File: src/rtl/matrix_pkg.sv
// Shared definitions for the matrix multiply datapath and its streaming back end.
// Provides matrix dimension, element widths, flattened bus widths, index width and
// the streamer state encoding.
package matrix_pkg;

    localparam int unsigned N        = 10;
    localparam int unsigned A_ELEM_W = 8;
    localparam int unsigned R_ELEM_W = 16;

    localparam int unsigned MAT_A_W  = N * N * A_ELEM_W;
    localparam int unsigned MAT_R_W  = N * N * R_ELEM_W;

    localparam int unsigned IDX_W    = 4;

    typedef enum logic [1:0] {
        StIdle,
        StWait,
        StStream
    } state_e;

endpackage

File: src/rtl/matrix_index_counter.sv
// Row/column index pair for walking an N x N matrix in row-major order.
// Ports:
//   clk     - system clock
//   reset   - synchronous active-high reset, clears both indices
//   clear   - synchronous clear to (0,0)
//   advance - step to the next element; (N-1,N-1) wraps to (0,0)
//   row     - current row index
//   col     - current column index
//   last    - high while the indices point at (N-1,N-1)
module matrix_index_counter
    import matrix_pkg::*;
#(
    parameter int unsigned N     = matrix_pkg::N,
    parameter int unsigned IDX_W = matrix_pkg::IDX_W
) (
    input  logic             clk,
    input  logic             reset,
    input  logic             clear,
    input  logic             advance,
    output logic [IDX_W-1:0] row,
    output logic [IDX_W-1:0] col,
    output logic             last
);

    localparam logic [IDX_W-1:0] MaxIdx = IDX_W'(N - 1);

    logic [IDX_W-1:0] row_q;
    logic [IDX_W-1:0] col_q;

    assign row  = row_q;
    assign col  = col_q;
    assign last = (row_q == MaxIdx) && (col_q == MaxIdx);

    always_ff @(posedge clk) begin
        if (reset || clear) begin
            row_q <= '0;
            col_q <= '0;
        end else if (advance) begin
            if (col_q != MaxIdx) begin
                col_q <= col_q + IDX_W'(1);
            end else begin
                col_q <= '0;
                // Never run past the final row; the walk restarts at (0,0).
                row_q <= last ? '0 : row_q + IDX_W'(1);
            end
        end
    end

endmodule

File: src/rtl/matrix_result_streamer.sv
// Captures the flattened N x N product after a settle delay and streams it out
// element by element in row-major order over a valid/ready handshake.
// Ports:
//   clk        - system clock
//   reset      - synchronous active-high reset, abandons any run in progress
//   start      - capture/stream request, honoured only when idle
//   result_in  - flattened product, element (i,j) at [(i*N+j)*ELEM_W +: ELEM_W]
//   busy       - high while waiting or streaming
//   out_valid  - element on out_data is valid
//   out_ready  - consumer accepts the element when high with out_valid
//   out_data   - current element
//   out_row    - row index of out_data
//   out_col    - column index of out_data
//   out_last   - high with element (N-1,N-1)
//   done       - one-cycle pulse after the final handshake
module matrix_result_streamer
    import matrix_pkg::*;
#(
    parameter int unsigned N           = matrix_pkg::N,
    parameter int unsigned ELEM_W      = matrix_pkg::R_ELEM_W,
    parameter int unsigned WAIT_CYCLES = 4
) (
    input  logic                  clk,
    input  logic                  reset,
    input  logic                  start,
    input  logic [N*N*ELEM_W-1:0] result_in,
    output logic                  busy,
    output logic                  out_valid,
    input  logic                  out_ready,
    output logic [ELEM_W-1:0]     out_data,
    output logic [IDX_W-1:0]      out_row,
    output logic [IDX_W-1:0]      out_col,
    output logic                  out_last,
    output logic                  done
);

    localparam int unsigned BitIdxW = $clog2(N * N * ELEM_W);

    state_e                state_q;
    logic [7:0]            wait_cnt_q;
    logic [N*N*ELEM_W-1:0] shadow_q;
    logic                  done_q;

    logic [IDX_W-1:0]      row;
    logic [IDX_W-1:0]      col;
    logic                  idx_last;
    logic                  idx_clear;
    logic                  idx_advance;
    logic [BitIdxW-1:0]    elem_base;

    // Capture edge also rewinds the indices to (0,0).
    assign idx_clear   = (state_q == StWait) && (wait_cnt_q == 8'd0);
    assign idx_advance = (state_q == StStream) && out_ready;

    matrix_index_counter #(
        .N     (N),
        .IDX_W (IDX_W)
    ) u_index (
        .clk     (clk),
        .reset   (reset),
        .clear   (idx_clear),
        .advance (idx_advance),
        .row     (row),
        .col     (col),
        .last    (idx_last)
    );

    always_ff @(posedge clk) begin
        if (reset) begin
            state_q    <= StIdle;
            wait_cnt_q <= '0;
            shadow_q   <= '0;
            done_q     <= 1'b0;
        end else begin
            done_q <= 1'b0;
            unique case (state_q)
                StIdle: begin
                    if (start) begin
                        state_q    <= StWait;
                        wait_cnt_q <= 8'(WAIT_CYCLES);
                    end
                end
                StWait: begin
                    if (wait_cnt_q != 8'd0) begin
                        wait_cnt_q <= wait_cnt_q - 8'd1;
                    end else begin
                        shadow_q <= result_in;
                        state_q  <= StStream;
                    end
                end
                StStream: begin
                    if (out_ready && idx_last) begin
                        state_q <= StIdle;
                        done_q  <= 1'b1;
                    end
                end
                default: state_q <= StIdle;
            endcase
        end
    end

    always_comb begin
        elem_base = BitIdxW'((N * 32'(row) + 32'(col)) * ELEM_W);
    end

    assign busy      = (state_q != StIdle);
    assign out_valid = (state_q == StStream);
    assign out_data  = out_valid ? shadow_q[elem_base +: ELEM_W] : '0;
    assign out_row   = row;
    assign out_col   = col;
    assign out_last  = out_valid && idx_last;
    assign done      = done_q;

endmodule

File: config.mk
export PLATFORM = sky130hd
export DESIGN_NAME = matrix_result_streamer
export DESIGN_NICKNAME = d
export VERILOG_FILES = /design/src/rtl/matrix_pkg.sv /design/src/rtl/matrix_index_counter.sv /design/src/rtl/matrix_result_streamer.sv
export SDC_FILE = /design/constraint.sdc
export NUM_CORES = 2
export LEC_CHECK = 0
export ABC_CLOCK_PERIOD_IN_PS = 5240
export CAP_MARGIN = 40
export CORE_AREA = 4 4 632 634
export DETAILED_ROUTE_END_ITERATION = 10
export DIE_AREA = 0 0 636 638
export SLEW_MARGIN = 5
export SYNTH_ARGS = -nofsm -noshare
export SYNTH_HDL_FRONTEND = slang
export SYNTH_HIERARCHICAL = 1
export SYNTH_SLANG_ARGS = --single-unit
export TNS_END_PERCENT = 20
File: constraint.sdc
create_clock -name clk -period 5.24 [get_ports clk]
set_input_delay 1.048 -clock clk [delete_from_list [all_inputs] [get_ports clk]]
set_output_delay 1.048 -clock clk [all_outputs]
set_load 0.02 [all_outputs]
==> impl_metrics.json <==
{
  "status": "finished, violations left",
  "violations": "setup timing",
  "ctsLongestPathBuffers": 4,
  "totalWireLength_um": 446000,
  "dpl.hpwl_um": 359000,
  "gr-usage-met2_pct": 35.8,
  "drcViolationCount": 0,
  "root_buffer": "clkbuf_16",
  "grt_overflow": 0,
  "clock_latency_ps": 880,
  "drt_first_pass_iters": 6,
  "grt_pass1_vias": 64400,
  "cp_max_fo": 10,
  "grt_max_degree": 241,
  "final_cells": 15000,
  "cp-end-kind": "output port",
  "worstHoldPathCells": 2,
  "row_count": 231,
  "antenna_violating_nets_post_route": 0,
  "synth_cell_types": 73,
  "crit_buf_inv": 7,
  "required_ps": 4190,
  "drt_iter0_drc": 6423,
  "top_usage_layer": "met2",
  "via_per_inst": 4.50,
  "grt_use_met3_pct": 5.36,
  "reg2reg_depth": 9,
  "htreeDepth": 4,
  "routedWlPerCell_um": 29.8,
  "path_delay_family": "buffers and inverters",
  "whs_endpoint": "shadow_q[1384]",
  "syn_area_sq_mm": 0.0689,
  "rr_endpoint": "shadow_q[1461]",
  "synth_edf_count": 0,
  "mostFrequentLayoutCells": "nand2_1 (3311), a21oi_1 (1622), dfxtp_1 (1615), clkdlybuf4s50_1 (1614), mux4_2 (438)",
  "fillers": 42800,
  "die_w_um": 636,
  "vias": 67500,
  "fin_crit_ps": 5980,
  "worst_path_max_delay_cell": "a222oi_1",
  "cp_slowest_stage_delay_ps": 920,
  "setup_viol": 16,
  "place_inst": 14500,
  "arrival_ps": 4930,
  "r2r_setup_slack_ps": 1730,
  "rsz0062_at_grt": "true",
  "worstHoldStart": "shadow_q[1384]",
  "ys_ff_latch": 1619,
  "leakage_uw": 0.0322,
  "dieArea_sq_mm": 0.406,
  "antenna_found_initial": 294,
  "yosysSeqAreaShare_pct": 47.0,
  "area.growth.synth_to_final_pct": 44.5,
  "final_common_cell": "nand2_1",
  "place.gp.congestion": 0.958,
  "grt_pass1_wl_um": 578000,
  "criticalPathCategory": "reg2out",
  "path_cells": "ha_1 -> ha_4 -> xor2_4 -> buf_12 -> buf_16 -> buf_16 -> buf_4 -> mux4_2 -> o2111ai_4 -> buf_4 -> a222oi_1 -> buf_4 -> buf_12",
  "rr_startpoint": "wait_cnt_q[0]",
  "max_cap_viol_count": 0,
  "initial_core_util_pct": 17.5,
  "startpoint_type": "flop",
  "post_dp_cell_area_sq_mm": 0.0914,
  "async_flop_share_pct": 0,
  "period_share_pct": 114,
  "cts_tree": "done",
  "syn_avg_cell_area_sq_um": 8.59,
  "nNetsFinal": 11100,
  "ys.warnings.count": 6,
  "cts_inserted_buffers": 197,
  "drive_gt1_share_pct": 12.0,
  "holdCritPathClass": "reg2reg",
  "place_ws_ps": -385,
  "powerDensity_mw_per_mm2": 435,
  "core_sq_mm": 0.394,
  "finClkSkew_ps": 87.4,
  "synthesis.instances": 8022,
  "dieHeight_um": 638,
  "portBuffers": 1631,
  "cts_num_sinks": 1619,
  "tns_ps": -6780,
  "io_pins": 1632,
  "grt_use_total_pct": 20.8,
  "met1_usage_pct": 23.9,
  "peakVddDrop_mv": 0.370,
  "design_area_sq_mm": 0.0996,
  "syn_nets": 9639,
  "hold_violations": 0,
  "drv_slew": 0,
  "crit_top_cell": "buf_4",
  "tightest_slew_ps": 1450,
  "fmax_mhz": 167,
  "clkTransAtPathRegs_ps": 70,
  "maxSlewHeadroom_pct": 3.28,
  "synth_ff_type": "dfxtp_1",
  "setup_slack_ps": -738
}
-- report_power, final --
group          total (uW)  internal, uW  leakage [uW]  switching, uW
combinational       12000          4520        0.0158           7450
sequential          16900         14900        0.0131           2080
clock               14400          8380       0.00327           6020
total               43300         27800        0.0322          15600
-- timing repair --
action | in CTS | in global routing
setup endpoints to repair | 16 | 16
hold buffers | 0 | 0
cloned | 5 | 2
gates resized for setup | 106 | 38
hold endpoints to repair | 0 | 0
pin swaps | 18 | 22
buffers inserted | 31 | 7
-- per-stage QoR --
stage	hold slack, ps	utilization [%]	power (uW)
2_1_floorplan	433	-	23200
3_3_place_gp	439	23.1	29000
3_5_place_dp	443	23.2	29100
4_1_cts	451	25.1	43700
5_1_grt	464	25.2	45300
6_report	451	25.3	43300
-- layer usage --
metal  routed length [um]  vias up
met5                  889        -
met4                23700      130
met3                34600      897
met2               219000     3098
met1               168000    33200
li1                     -    30200
-- cell usage after synthesis (all sizes together), types with 7 or more instances --
cell type,instances,share of area [%]
buf,280,2.7
a22oi,17,0.19
clkbuf,384,2.1
a21oi,1632,12
mux4,441,14
nand2,3315,18
nor3,10,0.089
a32o,8,0.12
xor2,9,0.11
a211oi,8,0.094
ha,11,0.20
and3,12,0.11
nand3,22,0.16
inv,9,0.049
dfxtp,1619,47
o21ai,19,0.14
nand4,12,0.11
mux2i,56,0.81
nor2,47,0.27
a21o,9,0.098
o2111ai,9,0.11
a31oi,7,0.064
-- worst min-delay path: stages, from the launching register on --
cell	delay [ps]
dfxtp_1	300
nand2_1	50
a21oi_1	50
-- cell type report --
cell class,count,area (sq um),area share (%)
Multi-Input combinational cell,5728,33700,33.9
Sequential cell,1619,32400,32.5
Timing Repair Buffer,1909,19800,19.9
Tap cell,5242,6560,6.58
Clock buffer,267,5510,5.53
Clock inverter,86,1190,1.20
Antenna cell,126,315,0.316
Inverter,11,53.8,0.0540
-- logic make-up after synthesis --
| kind of cell | after synthesis | share of synthesized area, % |
|---|---|---|
| fa+ha+maj | 13 | 0.258 |
| buf+inv | 675 | 4.87 |
| flops | 1619 | 47.0 |
| mux | 497 | 15.3 |
| simple gates | 3453 | 19.2 |
| compound gates | 1751 | 13.2 |
| xor+xnor | 14 | 0.198 |
-- worst max-delay path by stage --
stage	start	to	cells after the start
after floorplan	u_index/row[1]	out_data[12]	9
after global placement	u_index/row[0]	out_data[7]	12
after detailed placement	u_index/row[1]	out_data[2]	11
after CTS	u_index/row[1]	out_data[2]	10
after global routing	u_index/row[0]	out_data[2]	13
final	u_index/row[0]	out_data[2]	13
-- state kept, by name, summed over array words and instances (netlist names) --
register and flops:
done 1, shadow_q 1600, state_q 2, u_index/col 4, u_index/row 4, wait_cnt_q 8
No activity file was read; power rests on OpenSTA's default activity.
